$ cat src/rtl/crc3_frame_ctrl.sv
// Serial frame receiver: DATA_BITS payload bits then a 3-bit CRC, checked
// by an external CRC3 checker; reports per-frame status and running counts.
module crc3_frame_ctrl #(
    parameter int DATA_BITS = 8
) (
    input  logic                 GCLK,
    input  logic                 CLEAR_bar,
    input  logic                 START,
    input  logic                 ABORT,
    input  logic                 LINK_IN,
    input  logic                 CHK_ERROR,
    input  logic                 RES_ACK,
    output logic                 CHK_CLR_bar,
    output logic                 CHK_SELECT,
    output logic                 BUSY,
    output logic                 RES_VALID,
    output logic                 RES_ERROR,
    output logic [DATA_BITS-1:0] DATA_OUT,
    output logic [7:0]           FRAME_CNT,
    output logic [7:0]           ERR_CNT
);

    // Counter must reach DATA_BITS-1 and also 2 for the CRC phase.
    localparam int CW = (DATA_BITS > 4) ? $clog2(DATA_BITS) : 2;

    typedef enum logic [2:0] {
        IDLE,
        DATA,
        CRC,
        CHECK,
        RESULT
    } state_t;

    state_t        state;
    state_t        state_nxt;
    logic [CW-1:0] cnt;
    logic [CW-1:0] cnt_nxt;
    logic          data_last;
    logic          crc_last;

    assign data_last = (cnt == CW'(DATA_BITS - 1));
    assign crc_last  = (cnt == CW'(2));

    always_comb begin
        state_nxt = state;
        cnt_nxt   = cnt;
        if (ABORT) begin
            state_nxt = IDLE;
            cnt_nxt   = '0;
        end else begin
            unique case (state)
                IDLE: begin
                    if (START) begin
                        state_nxt = DATA;
                        cnt_nxt   = '0;
                    end
                end
                DATA: begin
                    if (data_last) begin
                        state_nxt = CRC;
                        cnt_nxt   = '0;
                    end else begin
                        cnt_nxt = cnt + CW'(1);
                    end
                end
                CRC: begin
                    if (crc_last) begin
                        state_nxt = CHECK;
                        cnt_nxt   = '0;
                    end else begin
                        cnt_nxt = cnt + CW'(1);
                    end
                end
                CHECK: begin
                    state_nxt = RESULT;
                end
                RESULT: begin
                    // Ack with START chains straight into the next frame.
                    if (RES_ACK) begin
                        state_nxt = START ? DATA : IDLE;
                        cnt_nxt   = '0;
                    end
                end
                default: begin
                    state_nxt = IDLE;
                    cnt_nxt   = '0;
                end
            endcase
        end
    end

    always_ff @(posedge GCLK or negedge CLEAR_bar) begin
        if (!CLEAR_bar) begin
            state <= IDLE;
            cnt   <= '0;
        end else begin
            state <= state_nxt;
            cnt   <= cnt_nxt;
        end
    end

    always_ff @(posedge GCLK or negedge CLEAR_bar) begin
        if (!CLEAR_bar) begin
            DATA_OUT  <= '0;
            RES_ERROR <= 1'b0;
            FRAME_CNT <= 8'd0;
            ERR_CNT   <= 8'd0;
        end else if (!ABORT) begin
            if (state == DATA) begin
                DATA_OUT <= DATA_BITS'({DATA_OUT, LINK_IN});
            end
            if (state == CHECK) begin
                RES_ERROR <= CHK_ERROR;
                FRAME_CNT <= FRAME_CNT + 8'd1;
                if (CHK_ERROR && (ERR_CNT != 8'hFF)) begin
                    ERR_CNT <= ERR_CNT + 8'd1;
                end
            end
        end
    end

    assign CHK_CLR_bar = (state == DATA) || (state == CRC) || (state == CHECK);
    assign CHK_SELECT  = (state == DATA);
    assign BUSY        = CHK_CLR_bar;
    assign RES_VALID   = (state == RESULT);

endmodule

$ cat config.mk
export PLATFORM = sky130hd
export DESIGN_NAME = crc3_frame_ctrl
export DESIGN_NICKNAME = d
export VERILOG_FILES = /design/src/rtl/crc3_frame_ctrl.sv
export SDC_FILE = /design/constraint.sdc
export NUM_CORES = 1
export LEC_CHECK = 0
export CAP_MARGIN = 30
export CELL_PAD_IN_SITES_DETAIL_PLACEMENT = 0
export CELL_PAD_IN_SITES_GLOBAL_PLACEMENT = 1
export CORE_MARGIN = 5
export CORE_UTILIZATION = 40
export CTS_BUF_LIST = sky130_fd_sc_hd__clkbuf_4
export DETAILED_ROUTE_END_ITERATION = 10
export GPL_TIMING_DRIVEN = 0
export PLACE_DENSITY = 0.88
export SYNTH_ARGS = -nofsm -noshare
export SYNTH_HDL_FRONTEND = slang
export SYNTH_SLANG_ARGS = --single-unit
$ cat constraint.sdc
create_clock -name GCLK -period 2.1 [get_ports GCLK]
set_input_delay 0.525 -clock GCLK [delete_from_list [all_inputs] [get_ports GCLK]]
set_output_delay 0.525 -clock GCLK [all_outputs]
set_load 0.005 [all_outputs]
# Yosys cells after proc, flatten, opt, wreduce, memory -nomap -nowiden
# Index checks and enable logic that the tools add are counted.
# W data, S select, Z words.
# word_totals
ff_bits,31
input_bits,7
output_inout_bits,29
wordCells,44
# op_classes
add_sub_neg,3
n_eq_ne,12
muxes,13
bitwise,1
reduce_logical,9
# op_table
cell,count
$mux W3,10
$pmux W3 S5,2
$add A8 B1 Y8 const B,2
$eq A3 B2 Y1 const B,3
$ne A3 B3 Y1 const B,3
$ne A8 B8 Y1 const B,1
$eq A3 B3 Y1 const B,2
$reduce_and A3 Y1,2
$reduce_and A2 Y1,2
$reduce_and A4 Y1,1
$add A3 B1 Y3 const B,1
$eq A3 B1 Y1 const B,1
$logic_not A3 Y1,1
$ne A3 B2 Y1 const B,1
$logic_or A1 B1 Y1,2
$ne A2 B2 Y1 const B,1
$logic_and A1 B1 Y1,1
$mux W1,1
$not A1 Y1,1

# Depth between registers and ports, before layout
# logic_depth
word_depth,4
ltp_mapped,5
ltp_nobuf,5

# Worst setup path after synthesis
# No wires, ideal clock.
# synth_path
kind,input port to flip-flop
start,input ABORT
end,register ERR_CNT[7]
setup_ns,0.125
t_arrival_ns,1.591
t_required_ns,1.975
setup_slack_ns,0.385
cell_stages,5
path_buffers,2
cell_sequence,buf_6 > nand4bb_1 > buf_2 > nor4_1 > mux2_2
# synth_between
elab_chain_len,2
# synth_rtl
item,line,source
from (decl),9,"input logic ABORT,"
$not A1 Y1 (no source line),--,
$reduce_and A3 Y1 (no source line),--,
to (signal assigned),116,ERR_CNT <= ERR_CNT + 8'd1;
to (decl),20,output logic [7:0] ERR_CNT
# No other way between the ends.
# A chain may end at the register's enable or synchronous reset.

# Worst setup path after layout
# layout_path
start,register state[1]
end,output BUSY
# layout_between
elab_chain_len,3
elab_cells_between_ends,5
classes_between,eq/ne (3); reduce/logical (2)
# layout_rtl
item,line,source
from (decl),34,state_t state;
from (signal assigned),97,state <= state_nxt;
$eq A3 B1 Y1 / $eq A3 B2 Y1 (equally long branches),122,assign CHK_CLR_bar = (state == DATA) || (state == CRC) || (state == CHECK);
$logic_or A1 B1 Y1,122,
$logic_or A1 B1 Y1 *,122,
to (decl),15,"output logic BUSY,"
# Every way passes the cells marked *; elsewhere a longest branch is shown, timed or not.

==> impl_metrics.csv <==
group,metric,value,unit
run_status,outcome,"finished clean",
yosys,synthesis.instances,138,
timing,final-hold-violation-count,0,
floorplan,io-pin-count,36,
setup_path,worst_path_max_delay_cell,"sky130_fd_sc_hd__clkdlybuf4s50_1",
setup_path,crit_path_frequent_cell,"sky130_fd_sc_hd__nor2_4",
yosys,synth_enable_flop_cells,0,
timing,post-route-worst-setup-slack,0.0879,ns
global_route,grt-ovfl-total,0,
drt,postRouteAntennaNets,0,
setup_path,cp-start-kind,"register",
placed_design,finalWeightedCongestion,0.796,
finish,finish.utilization,0.571,
yosys,yosysUniqueCellTypes,42,
clock_network,cts_buffers,5,
timing,clock-skew-final,0.00986,ns
setup_path,worst-path-max-fanout,10,
drt,route.final.wire_length,3440,um
yosys,synth_nets,150,
setup_path,cp_cell_sequence,"buf_6, nor2_4, nor2_4, clkdlybuf4s50_1",
floorplan,floorplan.initialDensity,0.423,
yosys,post_synth_instance_area,1580,sq um
global_route,track_usage,0.146,
finish,syn2layout_area_growth,34.8,%
yosys,synth_ff_type,"sky130_fd_sc_hd__dfrtp_1",
drt,via_per_inst,5.31,
setup_path,endpoint_kind,"primary output",
power,power.ir.vdd_worst,0.649,mV
drt,firstDrtPassIters,4,
timing,report.final.slew_viol_count,0,
timing,finalSetupViolCount,0,
yosys,synth-async-reset-ratio,1.00,
global_route,vias_in_the_first_global_route,1311,
power,power.density_cell_area,657,nW/um^2
yosys,syn_avg_cell_area,11.5,sq um
finish,final_cell_area,2140,sq um
setup_path,critical_path_class,"reg -> out",
power,power_leakage,0.960,nW
setup_path,cp_data_arrival_time,1.49,ns
placed_design,dpl_cell_area,2010,sq um
setup_path,timing.critical_path.slowest_cell_delay,0.50,ns
clock_network,cts.sinks,31,
finish,layout-drive-gt1-share,0.219,
timing,maxClockFrequency,0.497,GHz
timing,period_needed,2.01,ns
timing,max_transition_margin,0.463,
drt,first_iter_violations,85,
floorplan,floorplan_die_height,72.9,um
global_route,number_of_antenna_violations_at_the_first_check_in_global_routing,0,
clock_network,tritoncts,"done",
drt,detail_route.wl_per_cell,14.6,um
finish,most-common-layout-cells,"31 x sky130_fd_sc_hd__dfrtp_1, 31 x sky130_fd_sc_hd__clkdlybuf4s50_1, 13 x sky130_fd_sc_hd__nand2_1",
worst_hold_path,hp-class,"in -> reg",
floorplan,design.core.area,3740,sq um
setup_path,worstPathRequired,1.57,ns
floorplan,die_area,5320,sq um
timing,worst-slew-pin-transition,0.802,ns
drt,routed-via-count,1247,
clock_network,clock-root-buffer,"sky130_fd_sc_hd__clkbuf_4",
global_route,grt_pass1_wl,6000,um
clock_network,clock_tree.buffer_depth,2,
clock_network,htree_levels,2,
yosys,ys_seq_area_frac,0.490,
clock_network,cts.clk_slew.worst_paths,0.10,ns
placed_design,placement.setup.worst_slack,-0.116,ns
finish,design.final.nets,198,
floorplan,floorplan.rows,22,
power,totalPowerFinal,1.40,mW
finish,antenna_diodes,0,
drt,drc,0,
clock_network,insertion_delay,0.33,ns
placed_design,io_buffers,34,
timing,unrepaired_setup_endpoints_after_global_routing,"no",
floorplan,floorplan.die.width,72.9,um
global_route,grt_start_max_net_pins,18,
flow_run,timing.max_cap.violations,0,
placed_design,dp_hpwl,2460,um
yosys,synth.ff_latch_count,31,
clock_network,cts_hold_buf,0,
yosys,yosysWarningCount,0,
timing,portion_of_the_clock_cycle_consumed_by_the_worst_path_in_the_final_layout,0.958,
-- metrics by stage --
stage / std cells / setup TNS, ns / hold WS (ns)
after floorplan: 138 / 0 / 0.229
after CTS: 230 / -0.0487 / 0.363
after global routing: 235 / 0 / 0.364
final: 235 / 0 / 0.381
after global placement: 220 / -1.02 / 0.460
after detailed placement: 221 / -0.116 / 0.461
-- cell usage after synthesis (2+ instances only) --
master,n,area share
sky130_fd_sc_hd__a21oi_1,2,0.0063
sky130_fd_sc_hd__a31oi_1,2,0.0079
sky130_fd_sc_hd__a32o_1,2,0.013
sky130_fd_sc_hd__and2_1,2,0.0079
sky130_fd_sc_hd__and3_1,2,0.0079
sky130_fd_sc_hd__buf_4,2,0.0095
sky130_fd_sc_hd__buf_6,3,0.021
sky130_fd_sc_hd__dfrtp_1,31,0.49
sky130_fd_sc_hd__ha_1,5,0.039
sky130_fd_sc_hd__inv_1,5,0.012
sky130_fd_sc_hd__mux2_2,12,0.085
sky130_fd_sc_hd__nand2_1,13,0.031
sky130_fd_sc_hd__nand2b_1,3,0.012
sky130_fd_sc_hd__nand3_1,4,0.013
sky130_fd_sc_hd__nand4_1,6,0.024
sky130_fd_sc_hd__nor2_1,5,0.012
sky130_fd_sc_hd__nor2b_1,2,0.0079
sky130_fd_sc_hd__nor4_1,3,0.012
sky130_fd_sc_hd__o21ai_0,4,0.013
sky130_fd_sc_hd__xnor2_1,6,0.033
sky130_fd_sc_hd__xor2_1,3,0.017
-- cells by family (layout without fill, tap and decap cells) --
logic type                 count (synthesis)  count (layout)  share of synthesized area
muxes                                     12              12                     0.0853
and+or+nand+nor                           50              50                      0.194
AOI/OAI and AO/OA                         19              19                     0.0932
buffers and inverters                     12              61                     0.0490
DFF                                       31              31                      0.490
xor gates and xnor gates                   9               9                     0.0498
adders and majority gates                  5               5                     0.0395
-- timing repair --
item	CTS	global route
setup buffers	1	5
gates cloned	0	0
resized for setup	5	5
pin swaps	0	1
hold endpoints to repair	0	0
endpoints found under the setup margin	4	2
-- power breakdown --
part / leakage, nW / internal [mW] / switching, mW
sequential: 0.413 / 0.672 / 0.0548
combinational: 0.511 / 0.219 / 0.101
clock: 0.0361 / 0.156 / 0.201
-- worst max-delay path, delay by kind of cell, from the launching register on --
kind / cells / cell delay (ns)
and+or+nand+nor: 2 / 0.12
buffers and inverters: 2 / 0.66
DFF: 1 / 0.38
-- final cells by class --
type,instances,area (sq um)
plain buffers,7,65.1
clock buffers,7,52.6
clock inverters,1,5.00
fillers,341,1610
inverters,5,18.8
multi-input cells,95,746
flip-flops and latches,31,776
well taps,48,60.1
repair buffers,41,413
-- state kept, by name (all words and copies together), names as in the netlist --
signal / count
state: 3
RES_ERROR: 1
DATA_OUT: 8
cnt: 3
ERR_CNT: 8
FRAME_CNT: 8
-- layer usage --
layer,global-route usage,routed length (um),share of wire,vias up
met5,0,0,0,-
met4,0.0574,34,0.0099,0
met3,0.0441,157,0.046,4
met2,0.234,1740,0.51,35
met1,0.182,1510,0.44,612
li1,-,-,-,596
-- final timing paths --
| path | start | endpoint | slack (ns) | cells after the start |
|---|---|---|---|---|
| max | state[1]$_DFFE_PN0P_ | BUSY | 0.09 | 4 |
| min | ABORT | state[2]$_DFFE_PN0P_ | 0.38 | 2 |
| max reg2reg | state[2]$_DFFE_PN0P_ | DATA_OUT[4]$_DFFE_PN0P_ | 0.26 | 4 |
| min reg2reg | FRAME_CNT[7]$_DFFE_PN0P_ | FRAME_CNT[7]$_DFFE_PN0P_ | 0.48 | 1 |
| max in group asynchronous | CLEAR_bar | DATA_OUT[3]$_DFFE_PN0P_ | 0.89 | 2 |
| min in group asynchronous | CLEAR_bar | state[1]$_DFFE_PN0P_ | 0.65 | 1 |
Power figures use the tool's default switching activity.
